**src/rtl/clkdiv_bank_if.sv**
```systemverilog
// Half-period write port of clkdiv_bank: master issues single-cycle writes, slave answers with wr_ack.
// Writes are never stalled; a rejected write simply produces no wr_ack.
interface clkdiv_bank_if #(
    parameter int NCH   = 4,
    parameter int CNT_W = 16
);
    localparam int WCH_W = (NCH > 1) ? $clog2(NCH) : 1;

    logic             wr_en;
    logic [WCH_W-1:0] wr_ch;
    logic [CNT_W-1:0] wr_data;
    logic             wr_ack;

    modport master (output wr_en, output wr_ch, output wr_data, input  wr_ack);
    modport slave  (input  wr_en, input  wr_ch, input  wr_data, output wr_ack);
endinterface

```
**src/rtl/clkdiv_bank.sv**
```systemverilog
// Bank of NCH programmable clock dividers (square or single-cycle pulse) with shadowed half-period registers.
// All outputs registered, one cycle after the deciding edge; writes always accepted or dropped, never stalled.
module clkdiv_bank #(
    parameter int NCH       = 4,
    parameter int CNT_W     = 16,
    parameter int RESET_DIV = 888
) (
    input  logic           clk,
    input  logic           rst_n,
    input  logic [NCH-1:0] en,
    input  logic [NCH-1:0] mode,
    clkdiv_bank_if.slave   wr,
    output logic [NCH-1:0] clkdiv,
    output logic [NCH-1:0] tick,
    output logic [NCH-1:0] pending
);
    localparam int               WCH_W   = (NCH > 1) ? $clog2(NCH) : 1;
    localparam logic [WCH_W:0]   NCH_L   = (WCH_W + 1)'(NCH);
    localparam logic [CNT_W-1:0] DIV_RST = CNT_W'(RESET_DIV);

    logic [NCH-1:0][CNT_W-1:0] cnt_q, cnt_d;
    logic [NCH-1:0][CNT_W-1:0] nact_q, nact_d;
    logic [NCH-1:0][CNT_W-1:0] nshd_q, nshd_d;
    logic [NCH-1:0]            pend_q, pend_d;
    logic [NCH-1:0]            div_q, div_d;
    logic [NCH-1:0]            tick_q, tick_d;
    logic [NCH-1:0]            pmode_q, pmode_d;
    logic [NCH-1:0]            tc, apply, wr_hit;
    logic                      wr_ok;
    logic                      ack_q;

    assign wr_ok = wr.wr_en && ({1'b0, wr.wr_ch} < NCH_L) && (wr.wr_data != '0);

    always_comb begin
        tc     = '0;
        apply  = '0;
        wr_hit = '0;
        for (int i = 0; i < NCH; i++) begin
            tc[i]     = en[i] && (cnt_q[i] == nact_q[i] - CNT_W'(1));
            // A disabled channel has no half-period in flight, so the shadow can land at once.
            apply[i]  = pend_q[i] && (tc[i] || !en[i]);
            wr_hit[i] = wr_ok && (wr.wr_ch == WCH_W'(i));
        end
    end

    always_comb begin
        cnt_d   = cnt_q;
        nact_d  = nact_q;
        nshd_d  = nshd_q;
        pend_d  = pend_q;
        div_d   = div_q;
        tick_d  = tick_q;
        pmode_d = pmode_q;
        for (int i = 0; i < NCH; i++) begin
            if (apply[i]) begin
                nact_d[i] = nshd_q[i];
            end
            if (wr_hit[i]) begin
                nshd_d[i] = wr.wr_data;
                pend_d[i] = 1'b1;
            end else if (apply[i]) begin
                pend_d[i] = 1'b0;
            end

            if (!en[i]) begin
                cnt_d[i]   = '0;
                div_d[i]   = 1'b0;
                tick_d[i]  = 1'b0;
                pmode_d[i] = 1'b0;
            end else if (tc[i]) begin
                cnt_d[i]   = '0;
                tick_d[i]  = 1'b1;
                div_d[i]   = mode[i] | ~div_q[i];
                pmode_d[i] = mode[i];
            end else begin
                cnt_d[i]  = cnt_q[i] + CNT_W'(1);
                tick_d[i] = 1'b0;
                // Only a level produced by a pulse-mode terminal count is short-lived.
                if (pmode_q[i]) begin
                    div_d[i] = 1'b0;
                end
            end
        end
    end

    always_ff @(posedge clk or negedge rst_n) begin
        if (!rst_n) begin
            cnt_q   <= '0;
            nact_q  <= {NCH{DIV_RST}};
            nshd_q  <= {NCH{DIV_RST}};
            pend_q  <= '0;
            div_q   <= '0;
            tick_q  <= '0;
            pmode_q <= '0;
            ack_q   <= 1'b0;
        end else begin
            cnt_q   <= cnt_d;
            nact_q  <= nact_d;
            nshd_q  <= nshd_d;
            pend_q  <= pend_d;
            div_q   <= div_d;
            tick_q  <= tick_d;
            pmode_q <= pmode_d;
            ack_q   <= wr_ok;
        end
    end

    assign clkdiv    = div_q;
    assign tick      = tick_q;
    assign pending   = pend_q;
    assign wr.wr_ack = ack_q;
endmodule

```
**src/flat_wrapper.sv**
```systemverilog
// flat-port wrapper written by rule: the top's interface ports become plain ports
module clkdiv_bank_flat 
#(
    parameter int NCH       = 4,
    parameter int CNT_W     = 16,
    parameter int RESET_DIV = 888
)
  (clk, rst_n, en, mode, clkdiv, tick, pending, wr_wr_en, wr_wr_ch, wr_wr_data, wr_wr_ack);
  clkdiv_bank_if #(.NCH(NCH), .CNT_W(CNT_W)) wr_i ();
  input  logic clk;
  input  logic rst_n;
  input  logic [NCH-1:0] en;
  input  logic [NCH-1:0] mode;
  output logic [NCH-1:0] clkdiv;
  output logic [NCH-1:0] tick;
  output logic [NCH-1:0] pending;
  input wire logic [$bits(wr_i.wr_en)-1:0] wr_wr_en;
  input wire logic [$bits(wr_i.wr_ch)-1:0] wr_wr_ch;
  input wire logic [$bits(wr_i.wr_data)-1:0] wr_wr_data;
  output wire logic [$bits(wr_i.wr_ack)-1:0] wr_wr_ack;
  assign wr_i.wr_en = wr_wr_en;
  assign wr_i.wr_ch = wr_wr_ch;
  assign wr_i.wr_data = wr_wr_data;
  assign wr_wr_ack = wr_i.wr_ack;
  clkdiv_bank #(.NCH(NCH), .CNT_W(CNT_W), .RESET_DIV(RESET_DIV)) u_core (.clk(clk), .rst_n(rst_n), .en(en), .mode(mode), .wr(wr_i), .clkdiv(clkdiv), .tick(tick), .pending(pending));
endmodule
```
**config.mk**
```make
export PLATFORM = sky130hd
export DESIGN_NAME = clkdiv_bank_flat
export DESIGN_NICKNAME = d
export VERILOG_FILES = /design/src/rtl/clkdiv_bank_if.sv /design/src/rtl/clkdiv_bank.sv /design/src/flat_wrapper.sv
export SDC_FILE = /design/constraint.sdc
export NUM_CORES = 1
export LEC_CHECK = 0
export CAP_MARGIN = 20
export CORE_ASPECT_RATIO = 0.7
export CORE_MARGIN = 2
export CORE_UTILIZATION = 39
export CTS_CLUSTER_DIAMETER = 50
export DETAILED_ROUTE_END_ITERATION = 16
export SKIP_CTS_REPAIR_TIMING = 1
export SLEW_MARGIN = 5
export SYNTH_ARGS = -nofsm -noshare
export SYNTH_HDL_FRONTEND = slang
export SYNTH_SLANG_ARGS = --single-unit
```
**constraint.sdc**
```tcl
create_clock -name clk -period 3.8 [get_ports clk]
set_input_delay 0.38 -clock clk [delete_from_list [all_inputs] [get_ports clk]]
set_output_delay 0.38 -clock clk [all_outputs]
set_load 0.005 [all_outputs]
```
; ---- Word-level counts from Yosys, hierarchy flattened
; Cells that the tools add are included.
[totals]
regBits = 209
inputBits = 29
word_cells = 128
output_inout_bits = 13
[classes]
n_mux = 44
add_sub_neg = 8
n_eq_ne = 15
reduce_logical = 27
n_bitwise = 8
[ops]
columns = cell, count
row1 = $mux W16, 8
row2 = $add A16 B1 Y16 const B, 4
row3 = $eq A16 B16 Y1, 4
row4 = $sub A16 B1 Y16 const B, 4
row5 = $mux W1, 36
row6 = $reduce_bool A16 Y1, 1
row7 = $logic_and A1 B1 Y1, 13
row8 = $ne A3 B1 Y1 const B, 4
row9 = $ne A2 B1 Y1 const B, 4
row10 = $reduce_bool A2 Y1, 4
row11 = $eq A2 B2 Y1 const B, 2
row12 = $logic_not A1 Y1, 4
row13 = $logic_or A1 B1 Y1, 4
row14 = $not A1 Y1, 4
row15 = $or A1 B1 Y1, 4
row16 = $eq A2 B1 Y1 const B, 1
row17 = $logic_not A2 Y1, 1

; ---- Depth between registers and ports, before layout
; Gate-level depths: netlist of the first run.
[depth]
word_depth = 7
ltp_mapped = 13
mapped_depth_nobuf = 9

; ---- Worst setup path after synthesis of the first run
; Ideal clock, no wire load.
[synth_path]
kind = reg-to-reg
from = register u_core.nact_q[0] (netlist name)
to = register u_core.nact_q[10] (netlist name)
path_slack_ps = 382
t_arrival_ps = 3293
synth_period_minus_slack_ps = 3418
required_ps = 3675
path_stages_with_launch = 12
setup_ps = 125
n_path_buf = 2
path_cell_list = dfrtp_1 > inv_1 > ha_1 > or4b_4 > or4b_1 > and3_1 > o31a_1 > or4_4 > o31a_1 > buf_6 > buf_8 > mux2_4
[synth_between]
elab_chain_len = 5
[synth_rtl]
columns = item, line
row1 = start: declaration, clkdiv_bank.sv:22  ; logic [NCH-1:0][CNT_W-1:0] nact_q, nact_d;
row2 = start signal: assignment, clkdiv_bank.sv:89  ; nact_q <= {NCH{DIV_RST}};
row3 = start signal: assignment, clkdiv_bank.sv:98  ; nact_q <= nact_d;
row4 = $sub A16 B1 Y16, clkdiv_bank.sv:39  ; tc[i] = en[i] && (cnt_q[i] == nact_q[i] - CNT_W'(1));
row5 = $eq A16 B16 Y1, clkdiv_bank.sv:39
row6 = $logic_and A1 B1 Y1, clkdiv_bank.sv:39
row7 = $logic_or A1 B1 Y1, clkdiv_bank.sv:41  ; apply[i] = pend_q[i] && (tc[i] || !en[i]);
row8 = $logic_and A1 B1 Y1, clkdiv_bank.sv:41
; Every way passes these cells.
; A chain may end at the register's enable or synchronous reset.

; ---- Worst setup path in the final report of the first run
[layout_path]
from = register u_core.nact_q[0] (netlist name)
to = register u_core.nact_q[14] (netlist name)
; The elaborated chain is that of the path after synthesis.

==> impl_metrics.toml, run 1 <==
[worst_setup_path]
r2r_slack_ns = 0.24
crit_type = "reg2reg"
worst-path-max-fanout = 16
worstPathArrival_ns = 3.97
crit_required_ns = 4.20
startpoint_type = "register"
crit_path_end_kind = "register"

[logic_synthesis]
syn-num-nets = 1213
syn_inst = 1176
syn_area_mm2 = 0.01155
synth_ff_type = "dfrtp_1"
ys_warn_count = 0
synth_edf_count = 0
synthArstFlopShare_pct = 100.0
syn_avg_cell_area_um2 = 9.819
ys_ff_latch = 209
ys_types = 72
yosysSeqAreaShare_pct = 45.81

[placement]
place_hpwl_um = 19350
finalWeightedCongestion = 0.8651
port_buffers = 41

[power_and_ir_drop]
seqPwrFrac_pct = 47.5
powerDensity_mw_per_mm2 = 479.1
p_int_mw = 4.489
p_sw_share_pct = 28.90
ir_drop_mv = 0.2779
power.switching_mw = 1.825
p_clk_share_pct = 35.4
comb_power_share_pct = 17.1
p_total_mw = 6.314
leakage_nw = 5.164

[global_routing]
antenna_found_initial = 1
grt_overflow = 0
grt_start_max_net_pins = 104
grt_pass1_wl_um = 46080
grt.total_usage_pct = 18.15
grt_pass1_vias = 8603

[clock_network]
cts_tree = "built"
cts_root_buffer = "clkbuf_16"
htree_num_levels = 1
cts.sinks = 209
clock_latency_ns = 0.52
cts_buffers = 22
cts.clk_slew.worst_paths_ns = 0.06
cts_max_path_buffers = 3

[route]
drc = 0
wl_per_cell_um = 17.24
routed_wl_um = 27540
viasPerCell = 5.602
drt_iter0_drc = 544
firstDrtPassIters = 5
postRouteAntennaNets = 0
dr_total_vias = 8947

[timing]
drv_slew = 0
slew_headroom_pct = 38.80
worst_pin_slew_ns = 0.9096
rsz0062_at_grt = "false"
fin_crit_sh_pct = 93.74
finalSetupViolations = 0
fmax_mhz = 280.7
holdWs_ns = -0.06183
fin_tns_setup_ns = 0
min_period_ns = 3.562
hold_viol_final = 14
finClkSkew_ns = 0.005936

[final_layout]
mostFrequentLayoutCells = "161 x dfrtp_1, 127 x nand2_1, 102 x nor2_1"
areaGrowthSynthToFinish_pct = 14.12
regArea_mm2 = 0.005290
final_nets = 1240
layout_commonest_cell = "dfrtp_1"
nFillCells = 2761
antenna_cells = 0
drive_above_1_share_pct = 17.88
multi_input_area_mm2 = 0.005869

[die]
fp-row-count = 52
coreArea_mm2 = 0.02902
start_util_pct = 39.79
die_w_um = 209.7
ioPinCount = 42
fp.dieH_um = 148.0
dieArea_mm2 = 0.03102

[min_path]
hold_path_class = "in2async"

[run_status]
violations = "hold timing"
status = "finished with violations"

[job]
cap_violations = 0
-- stage by stage --
step / std cells / cell area (um^2) / worst slack (ns) / util (%) / hold slack [ns]
final: 1597 / 13180 / 0.2380 / 45.41 / -0.06183
after global routing: 1597 / 13180 / 0.02938 / 45.41 / 0.02107
after CTS: 1597 / 13170 / 0.2377 / 45.40 / -0.01021
after detailed placement: 1557 / 12430 / 0.2575 / 42.83 / 0.4932
after global placement: 1557 / 12430 / 0.3383 / 42.83 / 0.4872
after floorplan: 1176 / 11550 / 0.3818 / - / 0.08441
-- synthesized netlist by cell type (all sizes together), types with 3 or more instances --
cell type | instances | area share [%]
a211oi | 3 | 0.20
nor4b | 3 | 0.23
inv | 25 | 0.81
nand3 | 50 | 2.2
o31ai | 7 | 0.46
dfrtp | 161 | 35
a31oi | 5 | 0.27
and3 | 20 | 1.1
nor2b | 4 | 0.22
mux2 | 81 | 8.2
nand2b | 6 | 0.33
a311oi | 3 | 0.23
or4b | 6 | 0.55
nor3 | 28 | 1.2
o311ai | 3 | 0.23
nand4b | 5 | 0.38
o21ai | 22 | 0.99
clkbuf | 61 | 2.0
nor2 | 102 | 3.3
xnor2 | 64 | 4.9
or2 | 4 | 0.22
nand4 | 19 | 1.0
a21oi | 21 | 0.91
o22ai | 3 | 0.16
clkinv | 3 | 0.098
xor2 | 54 | 4.1
ha | 8 | 0.87
nand2 | 127 | 4.1
nor3b | 11 | 0.72
and2 | 8 | 0.43
o31a | 4 | 0.30
nor4 | 25 | 1.4
dfstp | 48 | 11
or3 | 7 | 0.38
buf | 11 | 0.55
nand3b | 11 | 0.72
o211ai | 101 | 6.6
a221o | 3 | 0.26
or4 | 14 | 0.94
-- power by group through the flow --
stage          logic, mW  registers (mW)  clock network [mW]
6_report            1.08            3.00                2.24
2_1_floorplan      0.932            2.81                   0
3_3_place_gp        1.05            3.02                   0
3_5_place_dp        1.08            3.03                   0
4_1_cts             1.09            3.00                2.30
5_1_grt             1.21            3.06                2.39
-- layout make-up --
class                   count  share of cell area, %
multi-input cells         867                  44.54
flip-flops and latches    209                  40.14
repair buffers             75                  5.270
clock buffers              30                  4.871
well taps                 378                  3.589
inverters                  28                 0.7976
clock inverters            10                 0.7881
-- worst paths after layout --
kind	from	endpoint	cells past startpoint
worst max-delay path	u_core.nact_q[0]	u_core.nact_q[14]	10
worst min-delay path	rst_n	u_core.cnt_q[34]	1
worst max register to register	u_core.nact_q[0]	u_core.nact_q[14]	10
worst min register to register	u_core.nshd_q[54]	u_core.nact_q[54]	2
max in group asynchronous	rst_n	u_core.nact_q[57]	2
min in group clk	mode[3]	u_core.pmode_q[3]	3
-- worst max-delay path: stages (launching register included) --
cell and delay, ns:
dfrtp_1 0.42, inv_1 0.08, ha_1 0.23, or4b_4 0.51, or4b_1 0.50, and3_1 0.18, o31a_1 0.31, or4_4 0.43
o31a_1 0.25, buf_4 0.22, mux2_4 0.32
-- metal layers --
layer,wire [um],global-route usage [%],vias up
li1,-,-,4294
met1,14860,29.33,4458
met2,11070,25.30,172
met3,1261,3.038,23
met4,346,3.085,0
met5,0,0,-
-- sequential cells by signal, indices dropped and copies added, names as in the netlist --
name and flops:
u_core.pending 4, u_core.cnt_q 64, u_core.tick 4, u_core.nact_q 64, u_core.clkdiv 4, u_core.pmode_q 4, u_core.nshd_q 64, u_core.wr.wr_ack 1
-- logic make-up (layout without fill, tap and decap cells) --
kind of cell,count (synthesis),count (layout),share of synthesized area (%)
AO/OA/AOI/OAI,201,201,12.59
AND/OR/NAND/NOR,457,457,19.94
multiplexers,83,83,8.397
adder cells (fa/ha/maj),8,8,0.8669
buffers and inverters,100,143,3.446
flip-flops,209,209,45.81
XOR/XNOR,118,118,8.950
Power figures use the tool's default switching activity.
==> run 2: changes to the inputs <==
--- a/config.mk
+++ b/config.mk
@@ -10,4 +10,5 @@
 export CORE_MARGIN = 2
 export CORE_UTILIZATION = 39
+export CTS_BUF_LIST = sky130_fd_sc_hd__clkbuf_2 sky130_fd_sc_hd__clkbuf_4 sky130_fd_sc_hd__clkbuf_8
 export CTS_CLUSTER_DIAMETER = 50
 export DETAILED_ROUTE_END_ITERATION = 16
==> constraint.sdc (replaced) <==
create_clock -name clk -period 3.8 [get_ports clk]
set_input_delay 0.76 -clock clk [delete_from_list [all_inputs] [get_ports clk]]
set_output_delay 0.76 -clock clk [all_outputs]
set_load 0.005 [all_outputs]
==> run 2 against run 1 <==
First-iteration DRC count rose by 15%. The run now ends clean. Design area barely moved. Highest routed layer unchanged. Sequential power barely moved. Final cell count rose by 1.5%. Die area did not move. Flip-flop and latch count did not move. Utilization barely moved. Worst setup slack got worse by 0.023 ns. Power fell by 3.3%. Clock skew rose by 0.0015 ns.
==> impl_metrics.toml, run 2 (synthesized netlist as in run 1, its figures left out) <==
[timing]
rsz0062_at_grt = "false"
hold_viol_final = 0
fin_tns_setup_ns = 0
finClkSkew_ns = 0.007460
fmax_mhz = 279.0
fin_crit_sh_pct = 94.33
drv_slew = 0
finalSetupViolations = 0
holdWs_ns = 0.1937
worst_pin_slew_ns = 0.9073
min_period_ns = 3.585
slew_headroom_pct = 38.96

[final_layout]
final_nets = 1256
final_cells = 1621
antenna_cells = 0
layout_commonest_cell = "dfrtp_1"
drive_above_1_share_pct = 19.63
mostFrequentLayoutCells = "161 x dfrtp_1, 127 x nand2_1, 102 x nor2_1"
reg_top3 = "u_core.cnt_q (64), u_core.nact_q (64), u_core.nshd_q (64)"
areaGrowthSynthToFinish_pct = 14.02

[placement]
place_hpwl_um = 19410
finalWeightedCongestion = 0.8556
dp_cells = 1564
port_buffers = 41

[route]
viasPerCell = 5.546
routed_wl_um = 27580
wl_per_cell_um = 17.02
drt_iter0_drc = 625
firstDrtPassIters = 6
postRouteAntennaNets = 0
dr_total_vias = 8990
drc = 0

[global_routing]
grt_start_max_net_pins = 73
grt_overflow = 0
grt.total_usage_pct = 18.19
grt_pass1_vias = 8677
antenna_found_initial = 1
grt_pass1_wl_um = 46260

[worst_setup_path]
crit_type = "reg2reg"
rr_worst_depth = 10
crit_required_ns = 4.28
worstPathArrival_ns = 4.06
worst-path-max-fanout = 16
startpoint_type = "register"
crit_path_end_kind = "register"

[clock_network]
cts.clk_slew.worst_paths_ns = 0.06
htree_num_levels = 1
cts_tree = "built"
clock_latency_ns = 0.59
cts_max_path_buffers = 3
cts.sinks = 209
cts_root_buffer = "clkbuf_8"
cts_buffers = 31

[die]
coreArea_mm2 = 0.02902
die_w_um = 209.7
dieArea_mm2 = 0.03102
fp-row-count = 52
fp.dieH_um = 148.0
ioPinCount = 42
start_util_pct = 39.79

[min_path]
hold_path_class = "in2async"

[power_and_ir_drop]
powerDensity_mw_per_mm2 = 463.9
ir_drop_mv = 0.2375
leakage_nw = 5.193

[run_status]
status = "complete, no violations"

[job]
cap_violations = 0
[run 2: changes by cell type in the layout (fill, tap and decap cells not counted)]
| cell | delta |
|---|---|
| a211oi_1 | +1 |
| a211oi_2 | -1 |
| buf_4 | +7 |
| bufinv_16 | -1 |
| clkbuf_1 | -3 |
| clkbuf_16 | -23 |
| clkbuf_4 | +14 |
| clkbuf_8 | +35 |
| clkinv_2 | -4 |
| inv_6 | -1 |
[run 2: metal layers]
| metal | vias up | GRT usage [%] | wire length (um) |
|---|---|---|---|
| met4 | 0 | 3.298 | 432 |
| met3 | 40 | 3.952 | 1728 |
| met5 | - | 0 | 0 |
| li1 | 4319 | - | - |
| met2 | 221 | 25.68 | 11080 |
| met1 | 4410 | 28.46 | 14340 |
[run 2: critical path: stages (launching register included)]
cell and delay [ns]:
dfrtp_1 0.43, inv_1 0.08, ha_1 0.23, or4b_4 0.52, or4b_1 0.50, and3_1 0.17, o31a_1 0.31, or4_4 0.44
o31a_1 0.25, buf_4 0.22, mux2_4 0.32
[run 2: where the power goes]
part	total (mW)	leakage [nW]	internal, mW	switching [mW]
Clock	2.02	0.371	1.12	0.897
Combinational	1.10	2.30	0.574	0.529
Sequential	2.98	2.52	2.60	0.380
Total	6.11	5.19	4.30	1.81
[run 2: path summary, 6_finish.rpt]
kind	to	from	slack (ns)
hold reg to reg	u_core.nact_q[40]	u_core.nshd_q[40]	0.49
min in group clk	u_core.nact_q[40]	u_core.nshd_q[40]	0.49
setup reg to reg	u_core.nact_q[14]	u_core.nact_q[0]	0.22
max in group asynchronous	u_core.nshd_q[6]	rst_n	2.77
setup / recovery	u_core.nact_q[14]	u_core.nact_q[0]	0.22
hold / removal	u_core.cnt_q[36]	rst_n	0.19
[run 2: layout make-up]
| type | count | area (um^2) |
|---|---|---|
| inverter | 28 | 105.1 |
| clock buffer | 53 | 641.9 |
| sequential | 209 | 5290 |
| multi-input combinational | 867 | 5864 |
| timing repair buffer | 82 | 747.0 |
| clock inverter | 4 | 45.04 |
| fill | 2737 | 15850 |
| tap | 378 | 473.0 |
[run 2: through the flow]
step	setup slack (ns)	cell area, um^2	power (mW)	util [%]
after global routing	0.02553	13170	6.463	45.37
after floorplan	0.3818	11550	3.744	-
final	0.2153	13170	6.107	45.37
after CTS	0.2166	13170	6.173	45.37
after global placement	0.3287	12480	4.077	43.01
after detailed placement	0.2287	12480	4.121	43.01
